### config.mk
export PLATFORM = sky130hd
export DESIGN_NAME = mpu_axi_rr_arbiter_flat
export DESIGN_NICKNAME = d
export VERILOG_FILES = /design/src/rtl/mpu_axi_rr_arbiter_if.sv /design/src/rtl/mpu_axi_rr_arbiter.sv /design/src/flat_wrapper.sv
export SDC_FILE = /design/constraint.sdc
export NUM_CORES = 1
export LEC_CHECK = 0
export ABC_AREA = 1
export CAP_MARGIN = 20
export CORE_AREA = 2 2 211 213
export DETAILED_ROUTE_END_ITERATION = 10
export DIE_AREA = 0 0 213 215
export GPL_TIMING_DRIVEN = 1
export MAX_ROUTING_LAYER = met4
export REMOVE_ABC_BUFFERS = 1
export SETUP_SLACK_MARGIN = 0.3
export SYNTH_ARGS = -nofsm -noshare
export SYNTH_HDL_FRONTEND = slang
export SYNTH_SLANG_ARGS = --single-unit
### constraint.sdc
create_clock -name ACLK -period 2.7 [get_ports ACLK]
set_input_delay 0.54 -clock ACLK [delete_from_list [all_inputs] [get_ports ACLK]]
set_output_delay 0.54 -clock ACLK [all_outputs]
set_load 0.01 [all_outputs]
### src/rtl/mpu_axi_rr_arbiter_if.sv
// AXI4 bus bundle shared by the two upstream requesters and the downstream port.
// IDs are one bit wide: the arbiter tags downstream transactions with the grant index.
interface mpu_axi_rr_arbiter_if #(
  parameter int ADDR_W = 32,
  parameter int DATA_W = 32
);
  logic              awid;
  logic [ADDR_W-1:0] awaddr;
  logic [7:0]        awlen;
  logic [2:0]        awsize;
  logic [1:0]        awburst;
  logic              awvalid;
  logic              awready;

  logic [DATA_W-1:0]   wdata;
  logic [DATA_W/8-1:0] wstrb;
  logic                wlast;
  logic                wvalid;
  logic                wready;

  logic       bid;
  logic [1:0] bresp;
  logic       bvalid;
  logic       bready;

  logic              arid;
  logic [ADDR_W-1:0] araddr;
  logic [7:0]        arlen;
  logic [2:0]        arsize;
  logic [1:0]        arburst;
  logic              arvalid;
  logic              arready;

  logic              rid;
  logic [DATA_W-1:0] rdata;
  logic [1:0]        rresp;
  logic              rlast;
  logic              rvalid;
  logic              rready;

  modport master (
    output awid, awaddr, awlen, awsize, awburst, awvalid, input awready,
    output wdata, wstrb, wlast, wvalid, input wready,
    input bid, bresp, bvalid, output bready,
    output arid, araddr, arlen, arsize, arburst, arvalid, input arready,
    input rid, rdata, rresp, rlast, rvalid, output rready
  );

  modport slave (
    input awid, awaddr, awlen, awsize, awburst, awvalid, output awready,
    input wdata, wstrb, wlast, wvalid, output wready,
    output bid, bresp, bvalid, input bready,
    input arid, araddr, arlen, arsize, arburst, arvalid, output arready,
    output rid, rdata, rresp, rlast, rvalid, input rready
  );
endinterface

### src/rtl/mpu_axi_rr_arbiter.sv
// Two-master to one-slave AXI4 arbiter; write and read paths are arbitrated
// independently, round-robin, one outstanding transaction per path.
module mpu_axi_rr_arbiter #(
  parameter int ADDR_W = 32,
  parameter int DATA_W = 32
) (
  input  logic                  ACLK,
  input  logic                  ARESET,
  mpu_axi_rr_arbiter_if.slave   s0_axi,
  mpu_axi_rr_arbiter_if.slave   s1_axi,
  mpu_axi_rr_arbiter_if.master  m_axi,
  output logic                  WLAST_ERR,
  output logic                  WGNT,
  output logic                  RGNT
);

  typedef enum logic [1:0] {W_IDLE, W_ADDR, W_DATA, W_RESP} w_state_e;
  typedef enum logic [1:0] {R_IDLE, R_ADDR, R_DATA} r_state_e;

  w_state_e   w_state_q, w_state_d;
  logic       w_gnt_q, w_gnt_d;
  logic       w_last_q, w_last_d;
  logic [7:0] len_q, len_d;
  logic [7:0] beat_q, beat_d;
  logic       wlast_err_q, wlast_err_d;
  r_state_e   r_state_q, r_state_d;
  logic       r_gnt_q, r_gnt_d;
  logic       r_last_q, r_last_d;
  logic       beat_is_last;

  logic [ADDR_W-1:0]   g_awaddr, g_araddr;
  logic [7:0]          g_awlen, g_arlen;
  logic [2:0]          g_awsize, g_arsize;
  logic [1:0]          g_awburst, g_arburst;
  logic                g_awvalid, g_arvalid;
  logic [DATA_W-1:0]   g_wdata;
  logic [DATA_W/8-1:0] g_wstrb;
  logic                g_wlast, g_wvalid, g_bready, g_rready;

  // Upstream signals of whichever master currently holds each path's grant
  assign g_awaddr  = w_gnt_q ? s1_axi.awaddr  : s0_axi.awaddr;
  assign g_awlen   = w_gnt_q ? s1_axi.awlen   : s0_axi.awlen;
  assign g_awsize  = w_gnt_q ? s1_axi.awsize  : s0_axi.awsize;
  assign g_awburst = w_gnt_q ? s1_axi.awburst : s0_axi.awburst;
  assign g_awvalid = w_gnt_q ? s1_axi.awvalid : s0_axi.awvalid;
  assign g_wdata   = w_gnt_q ? s1_axi.wdata   : s0_axi.wdata;
  assign g_wstrb   = w_gnt_q ? s1_axi.wstrb   : s0_axi.wstrb;
  assign g_wlast   = w_gnt_q ? s1_axi.wlast   : s0_axi.wlast;
  assign g_wvalid  = w_gnt_q ? s1_axi.wvalid  : s0_axi.wvalid;
  assign g_bready  = w_gnt_q ? s1_axi.bready  : s0_axi.bready;
  assign g_araddr  = r_gnt_q ? s1_axi.araddr  : s0_axi.araddr;
  assign g_arlen   = r_gnt_q ? s1_axi.arlen   : s0_axi.arlen;
  assign g_arsize  = r_gnt_q ? s1_axi.arsize  : s0_axi.arsize;
  assign g_arburst = r_gnt_q ? s1_axi.arburst : s0_axi.arburst;
  assign g_arvalid = r_gnt_q ? s1_axi.arvalid : s0_axi.arvalid;
  assign g_rready  = r_gnt_q ? s1_axi.rready  : s0_axi.rready;

  assign WLAST_ERR = wlast_err_q;
  assign WGNT      = w_gnt_q;
  assign RGNT      = r_gnt_q;

  always_ff @(posedge ACLK) begin
    if (ARESET) begin
      w_state_q   <= W_IDLE;
      w_gnt_q     <= 1'b0;
      w_last_q    <= 1'b1;
      len_q       <= '0;
      beat_q      <= '0;
      wlast_err_q <= 1'b0;
      r_state_q   <= R_IDLE;
      r_gnt_q     <= 1'b0;
      r_last_q    <= 1'b1;
    end else begin
      w_state_q   <= w_state_d;
      w_gnt_q     <= w_gnt_d;
      w_last_q    <= w_last_d;
      len_q       <= len_d;
      beat_q      <= beat_d;
      wlast_err_q <= wlast_err_d;
      r_state_q   <= r_state_d;
      r_gnt_q     <= r_gnt_d;
      r_last_q    <= r_last_d;
    end
  end

  // Downstream WLAST comes from our own beat count, never from the master
  always_comb begin
    w_state_d      = w_state_q;
    w_gnt_d        = w_gnt_q;
    w_last_d       = w_last_q;
    len_d          = len_q;
    beat_d         = beat_q;
    wlast_err_d    = wlast_err_q;
    beat_is_last   = (beat_q == len_q);
    m_axi.awid     = 1'b0;
    m_axi.awaddr   = '0;
    m_axi.awlen    = '0;
    m_axi.awsize   = '0;
    m_axi.awburst  = '0;
    m_axi.awvalid  = 1'b0;
    m_axi.wdata    = '0;
    m_axi.wstrb    = '0;
    m_axi.wlast    = 1'b0;
    m_axi.wvalid   = 1'b0;
    m_axi.bready   = 1'b0;
    s0_axi.awready = 1'b0;
    s0_axi.wready  = 1'b0;
    s0_axi.bvalid  = 1'b0;
    s0_axi.bresp   = '0;
    s0_axi.bid     = 1'b0;
    s1_axi.awready = 1'b0;
    s1_axi.wready  = 1'b0;
    s1_axi.bvalid  = 1'b0;
    s1_axi.bresp   = '0;
    s1_axi.bid     = 1'b0;
    case (w_state_q)
      W_IDLE: begin
        if (s0_axi.awvalid || s1_axi.awvalid) begin
          w_gnt_d   = (s0_axi.awvalid && s1_axi.awvalid) ? ~w_last_q : s1_axi.awvalid;
          w_state_d = W_ADDR;
        end
      end
      W_ADDR: begin
        m_axi.awid    = w_gnt_q;
        m_axi.awaddr  = g_awaddr;
        m_axi.awlen   = g_awlen;
        m_axi.awsize  = g_awsize;
        m_axi.awburst = g_awburst;
        m_axi.awvalid = g_awvalid;
        if (w_gnt_q) s1_axi.awready = m_axi.awready;
        else         s0_axi.awready = m_axi.awready;
        if (g_awvalid && m_axi.awready) begin
          len_d     = g_awlen;
          beat_d    = '0;
          w_state_d = W_DATA;
        end
      end
      W_DATA: begin
        m_axi.wdata  = g_wdata;
        m_axi.wstrb  = g_wstrb;
        m_axi.wlast  = beat_is_last;
        m_axi.wvalid = g_wvalid;
        if (w_gnt_q) s1_axi.wready = m_axi.wready;
        else         s0_axi.wready = m_axi.wready;
        if (g_wvalid && m_axi.wready) begin
          beat_d = beat_q + 8'd1;
          if (g_wlast != beat_is_last) wlast_err_d = 1'b1;
          if (beat_is_last) w_state_d = W_RESP;
        end
      end
      W_RESP: begin
        m_axi.bready = g_bready;
        if (w_gnt_q) begin
          s1_axi.bvalid = m_axi.bvalid;
          s1_axi.bresp  = m_axi.bresp;
        end else begin
          s0_axi.bvalid = m_axi.bvalid;
          s0_axi.bresp  = m_axi.bresp;
        end
        if (m_axi.bvalid && g_bready) begin
          w_last_d  = w_gnt_q;
          w_state_d = W_IDLE;
        end
      end
      default: w_state_d = W_IDLE;
    endcase
  end

  // Read path: same grant rule, burst ends on the downstream RLAST
  always_comb begin
    r_state_d      = r_state_q;
    r_gnt_d        = r_gnt_q;
    r_last_d       = r_last_q;
    m_axi.arid     = 1'b0;
    m_axi.araddr   = '0;
    m_axi.arlen    = '0;
    m_axi.arsize   = '0;
    m_axi.arburst  = '0;
    m_axi.arvalid  = 1'b0;
    m_axi.rready   = 1'b0;
    s0_axi.arready = 1'b0;
    s0_axi.rvalid  = 1'b0;
    s0_axi.rdata   = '0;
    s0_axi.rresp   = '0;
    s0_axi.rlast   = 1'b0;
    s0_axi.rid     = 1'b0;
    s1_axi.arready = 1'b0;
    s1_axi.rvalid  = 1'b0;
    s1_axi.rdata   = '0;
    s1_axi.rresp   = '0;
    s1_axi.rlast   = 1'b0;
    s1_axi.rid     = 1'b0;
    case (r_state_q)
      R_IDLE: begin
        if (s0_axi.arvalid || s1_axi.arvalid) begin
          r_gnt_d   = (s0_axi.arvalid && s1_axi.arvalid) ? ~r_last_q : s1_axi.arvalid;
          r_state_d = R_ADDR;
        end
      end
      R_ADDR: begin
        m_axi.arid    = r_gnt_q;
        m_axi.araddr  = g_araddr;
        m_axi.arlen   = g_arlen;
        m_axi.arsize  = g_arsize;
        m_axi.arburst = g_arburst;
        m_axi.arvalid = g_arvalid;
        if (r_gnt_q) s1_axi.arready = m_axi.arready;
        else         s0_axi.arready = m_axi.arready;
        if (g_arvalid && m_axi.arready) r_state_d = R_DATA;
      end
      R_DATA: begin
        m_axi.rready = g_rready;
        if (r_gnt_q) begin
          s1_axi.rvalid = m_axi.rvalid;
          s1_axi.rdata  = m_axi.rdata;
          s1_axi.rresp  = m_axi.rresp;
          s1_axi.rlast  = m_axi.rlast;
        end else begin
          s0_axi.rvalid = m_axi.rvalid;
          s0_axi.rdata  = m_axi.rdata;
          s0_axi.rresp  = m_axi.rresp;
          s0_axi.rlast  = m_axi.rlast;
        end
        if (m_axi.rvalid && g_rready && m_axi.rlast) begin
          r_last_d  = r_gnt_q;
          r_state_d = R_IDLE;
        end
      end
      default: r_state_d = R_IDLE;
    endcase
  end

endmodule
### src/flat_wrapper.sv
// flat-port wrapper written by rule: the top's interface ports become plain ports
module mpu_axi_rr_arbiter_flat 
#(
  parameter int ADDR_W = 32,
  parameter int DATA_W = 32
)
  (ACLK, ARESET, WLAST_ERR, WGNT, RGNT, s0_axi_awid, s0_axi_awaddr, s0_axi_awlen, s0_axi_awsize, s0_axi_awburst, s0_axi_awvalid, s0_axi_awready, s0_axi_wdata, s0_axi_wstrb, s0_axi_wlast, s0_axi_wvalid, s0_axi_wready, s0_axi_bid, s0_axi_bresp, s0_axi_bvalid, s0_axi_bready, s0_axi_arid, s0_axi_araddr, s0_axi_arlen, s0_axi_arsize, s0_axi_arburst, s0_axi_arvalid, s0_axi_arready, s0_axi_rid, s0_axi_rdata, s0_axi_rresp, s0_axi_rlast, s0_axi_rvalid, s0_axi_rready, s1_axi_awid, s1_axi_awaddr, s1_axi_awlen, s1_axi_awsize, s1_axi_awburst, s1_axi_awvalid, s1_axi_awready, s1_axi_wdata, s1_axi_wstrb, s1_axi_wlast, s1_axi_wvalid, s1_axi_wready, s1_axi_bid, s1_axi_bresp, s1_axi_bvalid, s1_axi_bready, s1_axi_arid, s1_axi_araddr, s1_axi_arlen, s1_axi_arsize, s1_axi_arburst, s1_axi_arvalid, s1_axi_arready, s1_axi_rid, s1_axi_rdata, s1_axi_rresp, s1_axi_rlast, s1_axi_rvalid, s1_axi_rready, m_axi_awid, m_axi_awaddr, m_axi_awlen, m_axi_awsize, m_axi_awburst, m_axi_awvalid, m_axi_awready, m_axi_wdata, m_axi_wstrb, m_axi_wlast, m_axi_wvalid, m_axi_wready, m_axi_bid, m_axi_bresp, m_axi_bvalid, m_axi_bready, m_axi_arid, m_axi_araddr, m_axi_arlen, m_axi_arsize, m_axi_arburst, m_axi_arvalid, m_axi_arready, m_axi_rid, m_axi_rdata, m_axi_rresp, m_axi_rlast, m_axi_rvalid, m_axi_rready);
  mpu_axi_rr_arbiter_if #(.ADDR_W(ADDR_W), .DATA_W(DATA_W)) s0_axi_i ();
  mpu_axi_rr_arbiter_if #(.ADDR_W(ADDR_W), .DATA_W(DATA_W)) s1_axi_i ();
  mpu_axi_rr_arbiter_if #(.ADDR_W(ADDR_W), .DATA_W(DATA_W)) m_axi_i ();
  input  logic ACLK;
  input  logic ARESET;
  output logic WLAST_ERR;
  output logic WGNT;
  output logic RGNT;
  input wire logic [$bits(s0_axi_i.awid)-1:0] s0_axi_awid;
  input wire logic [$bits(s0_axi_i.awaddr)-1:0] s0_axi_awaddr;
  input wire logic [$bits(s0_axi_i.awlen)-1:0] s0_axi_awlen;
  input wire logic [$bits(s0_axi_i.awsize)-1:0] s0_axi_awsize;
  input wire logic [$bits(s0_axi_i.awburst)-1:0] s0_axi_awburst;
  input wire logic [$bits(s0_axi_i.awvalid)-1:0] s0_axi_awvalid;
  output wire logic [$bits(s0_axi_i.awready)-1:0] s0_axi_awready;
  input wire logic [$bits(s0_axi_i.wdata)-1:0] s0_axi_wdata;
  input wire logic [$bits(s0_axi_i.wstrb)-1:0] s0_axi_wstrb;
  input wire logic [$bits(s0_axi_i.wlast)-1:0] s0_axi_wlast;
  input wire logic [$bits(s0_axi_i.wvalid)-1:0] s0_axi_wvalid;
  output wire logic [$bits(s0_axi_i.wready)-1:0] s0_axi_wready;
  output wire logic [$bits(s0_axi_i.bid)-1:0] s0_axi_bid;
  output wire logic [$bits(s0_axi_i.bresp)-1:0] s0_axi_bresp;
  output wire logic [$bits(s0_axi_i.bvalid)-1:0] s0_axi_bvalid;
  input wire logic [$bits(s0_axi_i.bready)-1:0] s0_axi_bready;
  input wire logic [$bits(s0_axi_i.arid)-1:0] s0_axi_arid;
  input wire logic [$bits(s0_axi_i.araddr)-1:0] s0_axi_araddr;
  input wire logic [$bits(s0_axi_i.arlen)-1:0] s0_axi_arlen;
  input wire logic [$bits(s0_axi_i.arsize)-1:0] s0_axi_arsize;
  input wire logic [$bits(s0_axi_i.arburst)-1:0] s0_axi_arburst;
  input wire logic [$bits(s0_axi_i.arvalid)-1:0] s0_axi_arvalid;
  output wire logic [$bits(s0_axi_i.arready)-1:0] s0_axi_arready;
  output wire logic [$bits(s0_axi_i.rid)-1:0] s0_axi_rid;
  output wire logic [$bits(s0_axi_i.rdata)-1:0] s0_axi_rdata;
  output wire logic [$bits(s0_axi_i.rresp)-1:0] s0_axi_rresp;
  output wire logic [$bits(s0_axi_i.rlast)-1:0] s0_axi_rlast;
  output wire logic [$bits(s0_axi_i.rvalid)-1:0] s0_axi_rvalid;
  input wire logic [$bits(s0_axi_i.rready)-1:0] s0_axi_rready;
  input wire logic [$bits(s1_axi_i.awid)-1:0] s1_axi_awid;
  input wire logic [$bits(s1_axi_i.awaddr)-1:0] s1_axi_awaddr;
  input wire logic [$bits(s1_axi_i.awlen)-1:0] s1_axi_awlen;
  input wire logic [$bits(s1_axi_i.awsize)-1:0] s1_axi_awsize;
  input wire logic [$bits(s1_axi_i.awburst)-1:0] s1_axi_awburst;
  input wire logic [$bits(s1_axi_i.awvalid)-1:0] s1_axi_awvalid;
  output wire logic [$bits(s1_axi_i.awready)-1:0] s1_axi_awready;
  input wire logic [$bits(s1_axi_i.wdata)-1:0] s1_axi_wdata;
  input wire logic [$bits(s1_axi_i.wstrb)-1:0] s1_axi_wstrb;
  input wire logic [$bits(s1_axi_i.wlast)-1:0] s1_axi_wlast;
  input wire logic [$bits(s1_axi_i.wvalid)-1:0] s1_axi_wvalid;
  output wire logic [$bits(s1_axi_i.wready)-1:0] s1_axi_wready;
  output wire logic [$bits(s1_axi_i.bid)-1:0] s1_axi_bid;
  output wire logic [$bits(s1_axi_i.bresp)-1:0] s1_axi_bresp;
  output wire logic [$bits(s1_axi_i.bvalid)-1:0] s1_axi_bvalid;
  input wire logic [$bits(s1_axi_i.bready)-1:0] s1_axi_bready;
  input wire logic [$bits(s1_axi_i.arid)-1:0] s1_axi_arid;
  input wire logic [$bits(s1_axi_i.araddr)-1:0] s1_axi_araddr;
  input wire logic [$bits(s1_axi_i.arlen)-1:0] s1_axi_arlen;
  input wire logic [$bits(s1_axi_i.arsize)-1:0] s1_axi_arsize;
  input wire logic [$bits(s1_axi_i.arburst)-1:0] s1_axi_arburst;
  input wire logic [$bits(s1_axi_i.arvalid)-1:0] s1_axi_arvalid;
  output wire logic [$bits(s1_axi_i.arready)-1:0] s1_axi_arready;
  output wire logic [$bits(s1_axi_i.rid)-1:0] s1_axi_rid;
  output wire logic [$bits(s1_axi_i.rdata)-1:0] s1_axi_rdata;
  output wire logic [$bits(s1_axi_i.rresp)-1:0] s1_axi_rresp;
  output wire logic [$bits(s1_axi_i.rlast)-1:0] s1_axi_rlast;
  output wire logic [$bits(s1_axi_i.rvalid)-1:0] s1_axi_rvalid;
  input wire logic [$bits(s1_axi_i.rready)-1:0] s1_axi_rready;
  output wire logic [$bits(m_axi_i.awid)-1:0] m_axi_awid;
  output wire logic [$bits(m_axi_i.awaddr)-1:0] m_axi_awaddr;
  output wire logic [$bits(m_axi_i.awlen)-1:0] m_axi_awlen;
  output wire logic [$bits(m_axi_i.awsize)-1:0] m_axi_awsize;
  output wire logic [$bits(m_axi_i.awburst)-1:0] m_axi_awburst;
  output wire logic [$bits(m_axi_i.awvalid)-1:0] m_axi_awvalid;
  input wire logic [$bits(m_axi_i.awready)-1:0] m_axi_awready;
  output wire logic [$bits(m_axi_i.wdata)-1:0] m_axi_wdata;
  output wire logic [$bits(m_axi_i.wstrb)-1:0] m_axi_wstrb;
  output wire logic [$bits(m_axi_i.wlast)-1:0] m_axi_wlast;
  output wire logic [$bits(m_axi_i.wvalid)-1:0] m_axi_wvalid;
  input wire logic [$bits(m_axi_i.wready)-1:0] m_axi_wready;
  input wire logic [$bits(m_axi_i.bid)-1:0] m_axi_bid;
  input wire logic [$bits(m_axi_i.bresp)-1:0] m_axi_bresp;
  input wire logic [$bits(m_axi_i.bvalid)-1:0] m_axi_bvalid;
  output wire logic [$bits(m_axi_i.bready)-1:0] m_axi_bready;
  output wire logic [$bits(m_axi_i.arid)-1:0] m_axi_arid;
  output wire logic [$bits(m_axi_i.araddr)-1:0] m_axi_araddr;
  output wire logic [$bits(m_axi_i.arlen)-1:0] m_axi_arlen;
  output wire logic [$bits(m_axi_i.arsize)-1:0] m_axi_arsize;
  output wire logic [$bits(m_axi_i.arburst)-1:0] m_axi_arburst;
  output wire logic [$bits(m_axi_i.arvalid)-1:0] m_axi_arvalid;
  input wire logic [$bits(m_axi_i.arready)-1:0] m_axi_arready;
  input wire logic [$bits(m_axi_i.rid)-1:0] m_axi_rid;
  input wire logic [$bits(m_axi_i.rdata)-1:0] m_axi_rdata;
  input wire logic [$bits(m_axi_i.rresp)-1:0] m_axi_rresp;
  input wire logic [$bits(m_axi_i.rlast)-1:0] m_axi_rlast;
  input wire logic [$bits(m_axi_i.rvalid)-1:0] m_axi_rvalid;
  output wire logic [$bits(m_axi_i.rready)-1:0] m_axi_rready;
  assign s0_axi_i.awid = s0_axi_awid;
  assign s0_axi_i.awaddr = s0_axi_awaddr;
  assign s0_axi_i.awlen = s0_axi_awlen;
  assign s0_axi_i.awsize = s0_axi_awsize;
  assign s0_axi_i.awburst = s0_axi_awburst;
  assign s0_axi_i.awvalid = s0_axi_awvalid;
  assign s0_axi_awready = s0_axi_i.awready;
  assign s0_axi_i.wdata = s0_axi_wdata;
  assign s0_axi_i.wstrb = s0_axi_wstrb;
  assign s0_axi_i.wlast = s0_axi_wlast;
  assign s0_axi_i.wvalid = s0_axi_wvalid;
  assign s0_axi_wready = s0_axi_i.wready;
  assign s0_axi_bid = s0_axi_i.bid;
  assign s0_axi_bresp = s0_axi_i.bresp;
  assign s0_axi_bvalid = s0_axi_i.bvalid;
  assign s0_axi_i.bready = s0_axi_bready;
  assign s0_axi_i.arid = s0_axi_arid;
  assign s0_axi_i.araddr = s0_axi_araddr;
  assign s0_axi_i.arlen = s0_axi_arlen;
  assign s0_axi_i.arsize = s0_axi_arsize;
  assign s0_axi_i.arburst = s0_axi_arburst;
  assign s0_axi_i.arvalid = s0_axi_arvalid;
  assign s0_axi_arready = s0_axi_i.arready;
  assign s0_axi_rid = s0_axi_i.rid;
  assign s0_axi_rdata = s0_axi_i.rdata;
  assign s0_axi_rresp = s0_axi_i.rresp;
  assign s0_axi_rlast = s0_axi_i.rlast;
  assign s0_axi_rvalid = s0_axi_i.rvalid;
  assign s0_axi_i.rready = s0_axi_rready;
  assign s1_axi_i.awid = s1_axi_awid;
  assign s1_axi_i.awaddr = s1_axi_awaddr;
  assign s1_axi_i.awlen = s1_axi_awlen;
  assign s1_axi_i.awsize = s1_axi_awsize;
  assign s1_axi_i.awburst = s1_axi_awburst;
  assign s1_axi_i.awvalid = s1_axi_awvalid;
  assign s1_axi_awready = s1_axi_i.awready;
  assign s1_axi_i.wdata = s1_axi_wdata;
  assign s1_axi_i.wstrb = s1_axi_wstrb;
  assign s1_axi_i.wlast = s1_axi_wlast;
  assign s1_axi_i.wvalid = s1_axi_wvalid;
  assign s1_axi_wready = s1_axi_i.wready;
  assign s1_axi_bid = s1_axi_i.bid;
  assign s1_axi_bresp = s1_axi_i.bresp;
  assign s1_axi_bvalid = s1_axi_i.bvalid;
  assign s1_axi_i.bready = s1_axi_bready;
  assign s1_axi_i.arid = s1_axi_arid;
  assign s1_axi_i.araddr = s1_axi_araddr;
  assign s1_axi_i.arlen = s1_axi_arlen;
  assign s1_axi_i.arsize = s1_axi_arsize;
  assign s1_axi_i.arburst = s1_axi_arburst;
  assign s1_axi_i.arvalid = s1_axi_arvalid;
  assign s1_axi_arready = s1_axi_i.arready;
  assign s1_axi_rid = s1_axi_i.rid;
  assign s1_axi_rdata = s1_axi_i.rdata;
  assign s1_axi_rresp = s1_axi_i.rresp;
  assign s1_axi_rlast = s1_axi_i.rlast;
  assign s1_axi_rvalid = s1_axi_i.rvalid;
  assign s1_axi_i.rready = s1_axi_rready;
  assign m_axi_awid = m_axi_i.awid;
  assign m_axi_awaddr = m_axi_i.awaddr;
  assign m_axi_awlen = m_axi_i.awlen;
  assign m_axi_awsize = m_axi_i.awsize;
  assign m_axi_awburst = m_axi_i.awburst;
  assign m_axi_awvalid = m_axi_i.awvalid;
  assign m_axi_i.awready = m_axi_awready;
  assign m_axi_wdata = m_axi_i.wdata;
  assign m_axi_wstrb = m_axi_i.wstrb;
  assign m_axi_wlast = m_axi_i.wlast;
  assign m_axi_wvalid = m_axi_i.wvalid;
  assign m_axi_i.wready = m_axi_wready;
  assign m_axi_i.bid = m_axi_bid;
  assign m_axi_i.bresp = m_axi_bresp;
  assign m_axi_i.bvalid = m_axi_bvalid;
  assign m_axi_bready = m_axi_i.bready;
  assign m_axi_arid = m_axi_i.arid;
  assign m_axi_araddr = m_axi_i.araddr;
  assign m_axi_arlen = m_axi_i.arlen;
  assign m_axi_arsize = m_axi_i.arsize;
  assign m_axi_arburst = m_axi_i.arburst;
  assign m_axi_arvalid = m_axi_i.arvalid;
  assign m_axi_i.arready = m_axi_arready;
  assign m_axi_i.rid = m_axi_rid;
  assign m_axi_i.rdata = m_axi_rdata;
  assign m_axi_i.rresp = m_axi_rresp;
  assign m_axi_i.rlast = m_axi_rlast;
  assign m_axi_i.rvalid = m_axi_rvalid;
  assign m_axi_rready = m_axi_i.rready;
  mpu_axi_rr_arbiter #(.ADDR_W(ADDR_W), .DATA_W(DATA_W)) u_core (.ACLK(ACLK), .ARESET(ARESET), .s0_axi(s0_axi_i), .s1_axi(s1_axi_i), .m_axi(m_axi_i), .WLAST_ERR(WLAST_ERR), .WGNT(WGNT), .RGNT(RGNT));
endmodule
==> results.sh, run 1 <==
export IMPL_outcome="completed"
export IMPL_die_w_microns=213
export IMPL_cts_tree="built"
export IMPL_ys_seq_elements=25
export IMPL_cts_sinks=25
export IMPL_finClkSkew_ps=3.02
export IMPL_nets=1633
export IMPL_p_switching_uw=1690
export IMPL_ir_worst_vdd_uv=193
export IMPL_vias=6934
export IMPL_gp_congestion=0.910
export IMPL_post_route_drc_count=0
export IMPL_hold_worst_slack_ps=462
export IMPL_cts_max_level=1
export IMPL_grt_usage=0.123
export IMPL_drive_gt1_frac=0.0876
export IMPL_synth_top_area_frac=0.331
export IMPL_final_max_slew_viol_count=0
export IMPL_pwr_share_clk=0.101
export IMPL_cts_root_buffer="clkbuf_16"
export IMPL_grt_pass1_wl_mm=41.7
export IMPL_avgSynthCellArea_sq_um=4.77
export IMPL_cp_start_kind="input port"
export IMPL_drt_met1_wl_mm=13.5
export IMPL_p_leak_uw=0.00557
export IMPL_top_layer_used="met4"
export IMPL_start_util=0.0869
export IMPL_synthSimpleGateAreaFrac=0.529
export IMPL_placed_area_sq_um=9850
export IMPL_hp_class="reg -> reg"
export IMPL_met2_length_mm=14.2
export IMPL_async_reset_ff_frac=0
export IMPL_r2r_end="u_core.beat_q[0]"
export IMPL_cp_end_kind="output port"
export IMPL_io_buffers=528
export IMPL_yosys_warnings=0
export IMPL_first_iter_violations=431
export IMPL_drt_pass1_iter_count=5
export IMPL_endpoint="m_axi_araddr[1]"
export IMPL_pwr_share_comb=0.769
export IMPL_required_ps=2160
export IMPL_arrival_ps=1790
export IMPL_cts_buffer_depth=2
export IMPL_grt_max_degree=51
export IMPL_p_int_uw=1970
export IMPL_synth_top_family_by_area="simple AND/OR/NAND/NOR gates"
export IMPL_die_y_microns=215
export IMPL_dieArea_sq_um=45800
export IMPL_fin_cells=1910
export IMPL_row_count=77
export IMPL_post_route_min_period_ps=2330
export IMPL_final_core_util=0.235
export IMPL_rsz0062_at_grt="true"
export IMPL_area_growth_pct=170
export IMPL_power_density_nw_per_um2=357
export IMPL_synth_compound_area_share=0.161
export IMPL_yosys_most_used_dff="dfxtp_1"
export IMPL_synth_area_leader_cell="nand2_1"
export IMPL_hold_viol=0
export IMPL_clk_latency_ps=270
export IMPL_seq_area_frac_synth=0.132
export IMPL_finalWirelength_mm=29.9
export IMPL_startpoint="s0_axi_araddr[1]"
export IMPL_ant_nets=0
export IMPL_nFillCells=4951
export IMPL_seqPwrFrac=0.130
export IMPL_r2r_start="u_core.WGNT"
export IMPL_wire_per_inst_microns=15.7
export IMPL_yosysUniqueCellTypes=30
export IMPL_worstRegToRegCells=8
export IMPL_path_max_fanout=1
export IMPL_dpl_hpwl_mm=23.8
export IMPL_num_io_pins=539
export IMPL_r2r_setup_slack_ps=770
export IMPL_syn_area_sq_um=3790
export IMPL_max_clock_freq_ghz=0.428
export IMPL_viasPerCell=3.63
export IMPL_synth_edf_count=0
export IMPL_antenna_found_initial=5
export IMPL_setup_viol=0
export IMPL_core_area_sq_um=43600
export IMPL_grt_pass1_vias=6668
export IMPL_wl_met3_mm=1.91
export IMPL_cts_inserted_buffers=3
export IMPL_clkTransAtPathRegs_ps=70
export IMPL_period_share=0.864
export IMPL_syn_inst=795
export IMPL_synthTopCellsByArea="nand2_1, a21oi_1, dfxtp_1, nor2_1, nand3_1"
export IMPL_final_cell_area_sq_um=10300
export IMPL_synth_xor_area_share=0.0162
export IMPL_swShare=0.462
export IMPL_synthMuxAreaShare=0
export IMPL_ys_top_cells_by_count="nand2_1, a21oi_1, nor2_1"
export IMPL_yosys_area_share_adder=0.0165
export IMPL_grt_ovfl_total=0
export IMPL_dp_cells=1884
export IMPL_worstSetupPathType="in -> out"
export IMPL_synth_most_common_cell="nand2_1"
export IMPL_drv_cap=0
metal layers:
metal	GRT usage	vias to the layer above
li1	-	3494
met1	0.161	3171
met2	0.202	245
met3	0.0259	24
met4	0.0107	0
met5	-	-
logic make-up (layout without fill, tap and decap cells):
group	Yosys count	in the layout
DFF	25	25
other	1	9
buffers and inverters	132	647
adders and majority gates	5	5
AOI/OAI and AO/OA	120	120
xor gates and xnor gates	7	7
and+or+nand+nor	505	505
cell type report:
type	instances	area, sq um	share of cell area
timing repair buffer	566	5740	0.560
multi-input combinational	641	2850	0.278
tap	592	741	0.0722
sequential	25	510	0.0498
inverter	76	317	0.0309
clock buffer	3	75.1	0.00732
antenna	5	12.5	0.00122
clock inverter	1	8.76	0.000854
timing repair inverter	1	6.26	0.000610
what timing repair did:
action,4_1_cts,5_1_grt
pin swaps,0,3
setup buffers,3,5
endpoints found under the hold margin,0,0
hold buffers,0,0
cloned,7,2
gates resized for setup,214,109
endpoints found under the setup margin,173,96
cells in the final DEF, fill, tap and decap left out, types with 4 or more instances in the layout:
master | netlist | routed
clkbuf_16 | 0 | 5
a21oi_1 | 108 | 104
diode_2 | 0 | 5
nand2_1 | 335 | 327
clkdlybuf4s15_2 | 0 | 8
xnor2_1 | 4 | 4
dlygate4sd2_1 | 0 | 120
dlymetal6s2s_1 | 0 | 45
nand2_2 | 4 | 12
clkbuf_2 | 1 | 20
nor2_1 | 99 | 94
clkdlybuf4s50_1 | 0 | 325
buf_4 | 4 | 19
conb_1 | 1 | 4
nand3_1 | 54 | 54
nor3_1 | 6 | 5
clkdlybuf4s15_1 | 0 | 7
dfxtp_1 | 25 | 21
nor2_2 | 0 | 4
buf_12 | 0 | 10
o21ai_0 | 8 | 8
inv_1 | 71 | 69
sequential cells by signal, indices dropped and copies added, names as in the netlist:
register / cells
u_core.beat_q: 8
u_core.len_q: 8
u_core.r_state_q: 2
u_core.w_state_q: 2
u_core.RGNT: 1
u_core.WGNT: 1
u_core.WLAST_ERR: 1
u_core.r_last_q: 1
u_core.w_last_q: 1
power groups by stage:
stage / sequential, uW / clock, uW / combinational (uW)
floorplan: 485 / 0 / 1070
CTS: 473 / 399 / 2760
finish: 477 / 369 / 2810
detailed placement: 470 / 0 / 2840
global route: 486 / 405 / 3050
global placement: 468 / 0 / 2820
critical path: stages:
cell and delay, ps:
clkdlybuf4s50_1 510, nand2_1 70, a21oi_1 120, clkdlybuf4s50_1 540
worst min-delay path by stage:
stage | from | to | cells after the start
final | u_core.WLAST_ERR | u_core.WLAST_ERR | 2
after floorplan | u_core.w_last_q | u_core.w_last_q | 2
after global placement | u_core.WLAST_ERR | u_core.WLAST_ERR | 2
after global routing | u_core.len_q[6] | u_core.len_q[6] | 2
after CTS | u_core.WLAST_ERR | u_core.WLAST_ERR | 2
after detailed placement | u_core.WLAST_ERR | u_core.WLAST_ERR | 2
per-stage QoR:
stage	setup slack, ps	setup TNS [ps]	total power, uW
2_1_floorplan	-624	-67530	1550
3_5_place_dp	109	0	3310
6_report	366	0	3660
4_1_cts	136	0	3630
3_3_place_gp	71.7	0	3280
5_1_grt	293	0	3940
No activity file was read; power rests on OpenSTA's default activity.
==> run 2: changes to the inputs <==
--- a/config.mk
+++ b/config.mk
@@ -8,6 +8,7 @@
 export ABC_AREA = 1
 export CAP_MARGIN = 20
 export CORE_AREA = 2 2 211 213
+export CTS_CLUSTER_DIAMETER = 40
 export DETAILED_ROUTE_END_ITERATION = 10
 export DIE_AREA = 0 0 213 215
 export GPL_TIMING_DRIVEN = 1
==> results of run 2 <==
The final DEF is identical to that of run 1; final timing and power are the same.
==> edit (settings of run 2) <==
Encoding of `w_state_e`: now one-hot (4 bits for 4 states).
--- a/src/rtl/mpu_axi_rr_arbiter.sv
+++ b/src/rtl/mpu_axi_rr_arbiter.sv
@@ -16,3 +16,3 @@
 
-  typedef enum logic [1:0] {W_IDLE, W_ADDR, W_DATA, W_RESP} w_state_e;
+  typedef enum logic [3:0] {W_IDLE = 4'b0001, W_ADDR = 4'b0010, W_DATA = 4'b0100, W_RESP = 4'b1000} w_state_e;
   typedef enum logic [1:0] {R_IDLE, R_ADDR, R_DATA} r_state_e;
Function: no difference found for any inputs over 4 cycles, from zero or initial values and one cycle with ARESET high; so few cycles prove little.
==> edit against run 2 <==
Worst setup slack worse by 0.053 ns; critical path depth unchanged; design area up 0.66%; die area unchanged; via count up 1.9%; combinational power down 23%; critical endpoint is now m_axi_arlen[4]; synthesized area up 1.9%; sequential cell count up 2; routed wire length up 2.8%; total power down 18%; clock skew up 0.0051 ns; global-route usage up 0.44 points.
==> edit: results (changes against run 2) <==
[critical_path]
delay_of_the_slowest_cell_on_the_worst_path_ns = 0.57  ; +0.03 ns
timing.critical_path.from = s1_axi_arlen[4]
r2r_slack_ns = 0.87  ; +0.10 ns
r2r_end = u_core.w_state_q[2]
worst-r2r-cell-count = 12  ; +4
endpoint = m_axi_arlen[4]
arrival_ns = 1.85  ; +0.06 ns

[route]
wl_per_cell_um = 16.3  ; +4.0%
met2WireLength_mm = 15.0  ; +5.6%
wl_met1_mm = 12.3  ; -9.1%
dr.pass1.iters = 4  ; -1
drt-initial-drc-count = 313  ; -27%
post_drt_via_cell_ratio = 3.74  ; +3.0%
route.met3.wl_mm = 2.70  ; +41%

[pwr]
leakage_power_figure_uw = 0.00538  ; -3.5%
seq_power_share = 0.158  ; +0.028
comb_power_uw = 2150  ; -23%
peakVddDrop_mv = 0.220  ; +14%
power_report.internal_total_uw = 1700  ; -14%

[placed_design]
dpl.hpwl_mm = 24.6  ; +3.4%
gp_congestion = 0.878  ; -3.5%
dpl-instance-area_um2 = 9910  ; +0.60%
pre_cts_slack_ns = 0.0856  ; -0.0235 ns

[synth]
synth_cell_types = 35  ; +17%
synth_top_flop_cell = sky130_fd_sc_hd__dfxtp_1
synthCells = 776  ; -2.4%
ys_seq_area_frac = 0.140  ; +0.00792
post_synth_main_area_contributors = sky130_fd_sc_hd__nand2_1 28%, sky130_fd_sc_hd__a21oi_1 17%, sky130_fd_sc_hd__dfxtp_1 14%, sky130_fd_sc_hd__nor2_1 12%, sky130_fd_sc_hd__inv_1 5.9%
synth_common_cells = 290 x sky130_fd_sc_hd__nand2_1, 133 x sky130_fd_sc_hd__a21oi_1, 121 x sky130_fd_sc_hd__nor2_1

[timing]
worst_hold_slack_ns = 0.486  ; +0.0248 ns
min_period_over_period = 0.884  ; +0.0196
timing.clock.skew_ns = 0.00808  ; +0.00506 ns

[cts]
cts.clk_slew.worst_paths_ns = 0.08
insertion_delay_ns = 0.28
cts.htree.levels = 1  ; unchanged

[global_routing]
gr-usage-all-layers = 0.128  ; +0.00442
met2_usage = 0.225  ; +0.0226
grt_antenna_before_repair = 3  ; -2
global_route.usage.met1 = 0.142  ; -0.0183
grt_pass1_vias = 6994  ; +4.9%
use_met3 = 0.0278  ; +0.00190
grt_pass1_wl_mm = 42.3  ; +1.5%

[outcome]
status = completed

[final_layout]
share_of_post_route_cells_with_drive_strength_above_1 = 0.0759  ; -0.0117
fin_cells = 1888  ; -1.2%
nNetsFinal = 1607  ; -1.6%
top_regs = u_core.beat_q (8), u_core.len_q (8), u_core.w_state_q (4)

[hold_path]
hold_path_startpoint = u_core.beat_q[0]
worst_hold_stages = 1  ; -1
timing.hold.worst_endpoint = u_core.beat_q[0]

## edit: cell count changes after synthesis, moves of 4 or more
cell | run 2 | this run
sky130_fd_sc_hd__a211oi_1 | 0 | 6
sky130_fd_sc_hd__a21oi_1 | 108 | 133
sky130_fd_sc_hd__buf_1 | 8 | 12
sky130_fd_sc_hd__ha_1 | 5 | 1
sky130_fd_sc_hd__inv_1 | 71 | 61
sky130_fd_sc_hd__mux2i_1 | 0 | 9
sky130_fd_sc_hd__nand2_1 | 335 | 290
sky130_fd_sc_hd__nand3_1 | 54 | 12
sky130_fd_sc_hd__nor2_1 | 99 | 121
sky130_fd_sc_hd__nor3_1 | 6 | 14
## edit: layout make-up
cell class | instances | area (um2)
fillers | 4951 | 33300
clock buffers | 3 | 75.1
inverters | 70 | 283
clock inverters | 1 | 7.51
well taps | 592 | 741
flip-flops and latches | 27 | 551
diodes | 5 | 12.5
multi-input cells | 627 | 2940
repair buffers | 563 | 5720
## edit: cell families (layout without fill, tap and decap cells)
| family | after synthesis | after routing | synth area share |
|---|---|---|---|
| AOI/OAI and AO/OA | 153 | 153 | 0.208 |
| xor gates and xnor gates | 7 | 7 | 0.0159 |
| adders and majority gates | 1 | 1 | 0.00324 |
| buffers and inverters | 125 | 637 | 0.134 |
| DFF | 27 | 27 | 0.140 |
| muxes | 9 | 9 | 0.0233 |
| other | 1 | 9 | 0.000970 |
| and+or+nand+nor | 453 | 453 | 0.474 |
## edit: metrics by stage
step	total power (uW)	setup TNS, ns
final	3000	0
after global routing	3230	0
after CTS	3060	0
after detailed placement	2450	0
after global placement	2440	0
after floorplan	1280	-138.28
## edit: repair_timing
action                                 CTS  global route
gates resized for setup                203            42
pin swaps                                1             0
cloned                                   6             0
endpoints found under the hold margin    0             0
buffers inserted                         6             0
setup endpoints to repair              175            59
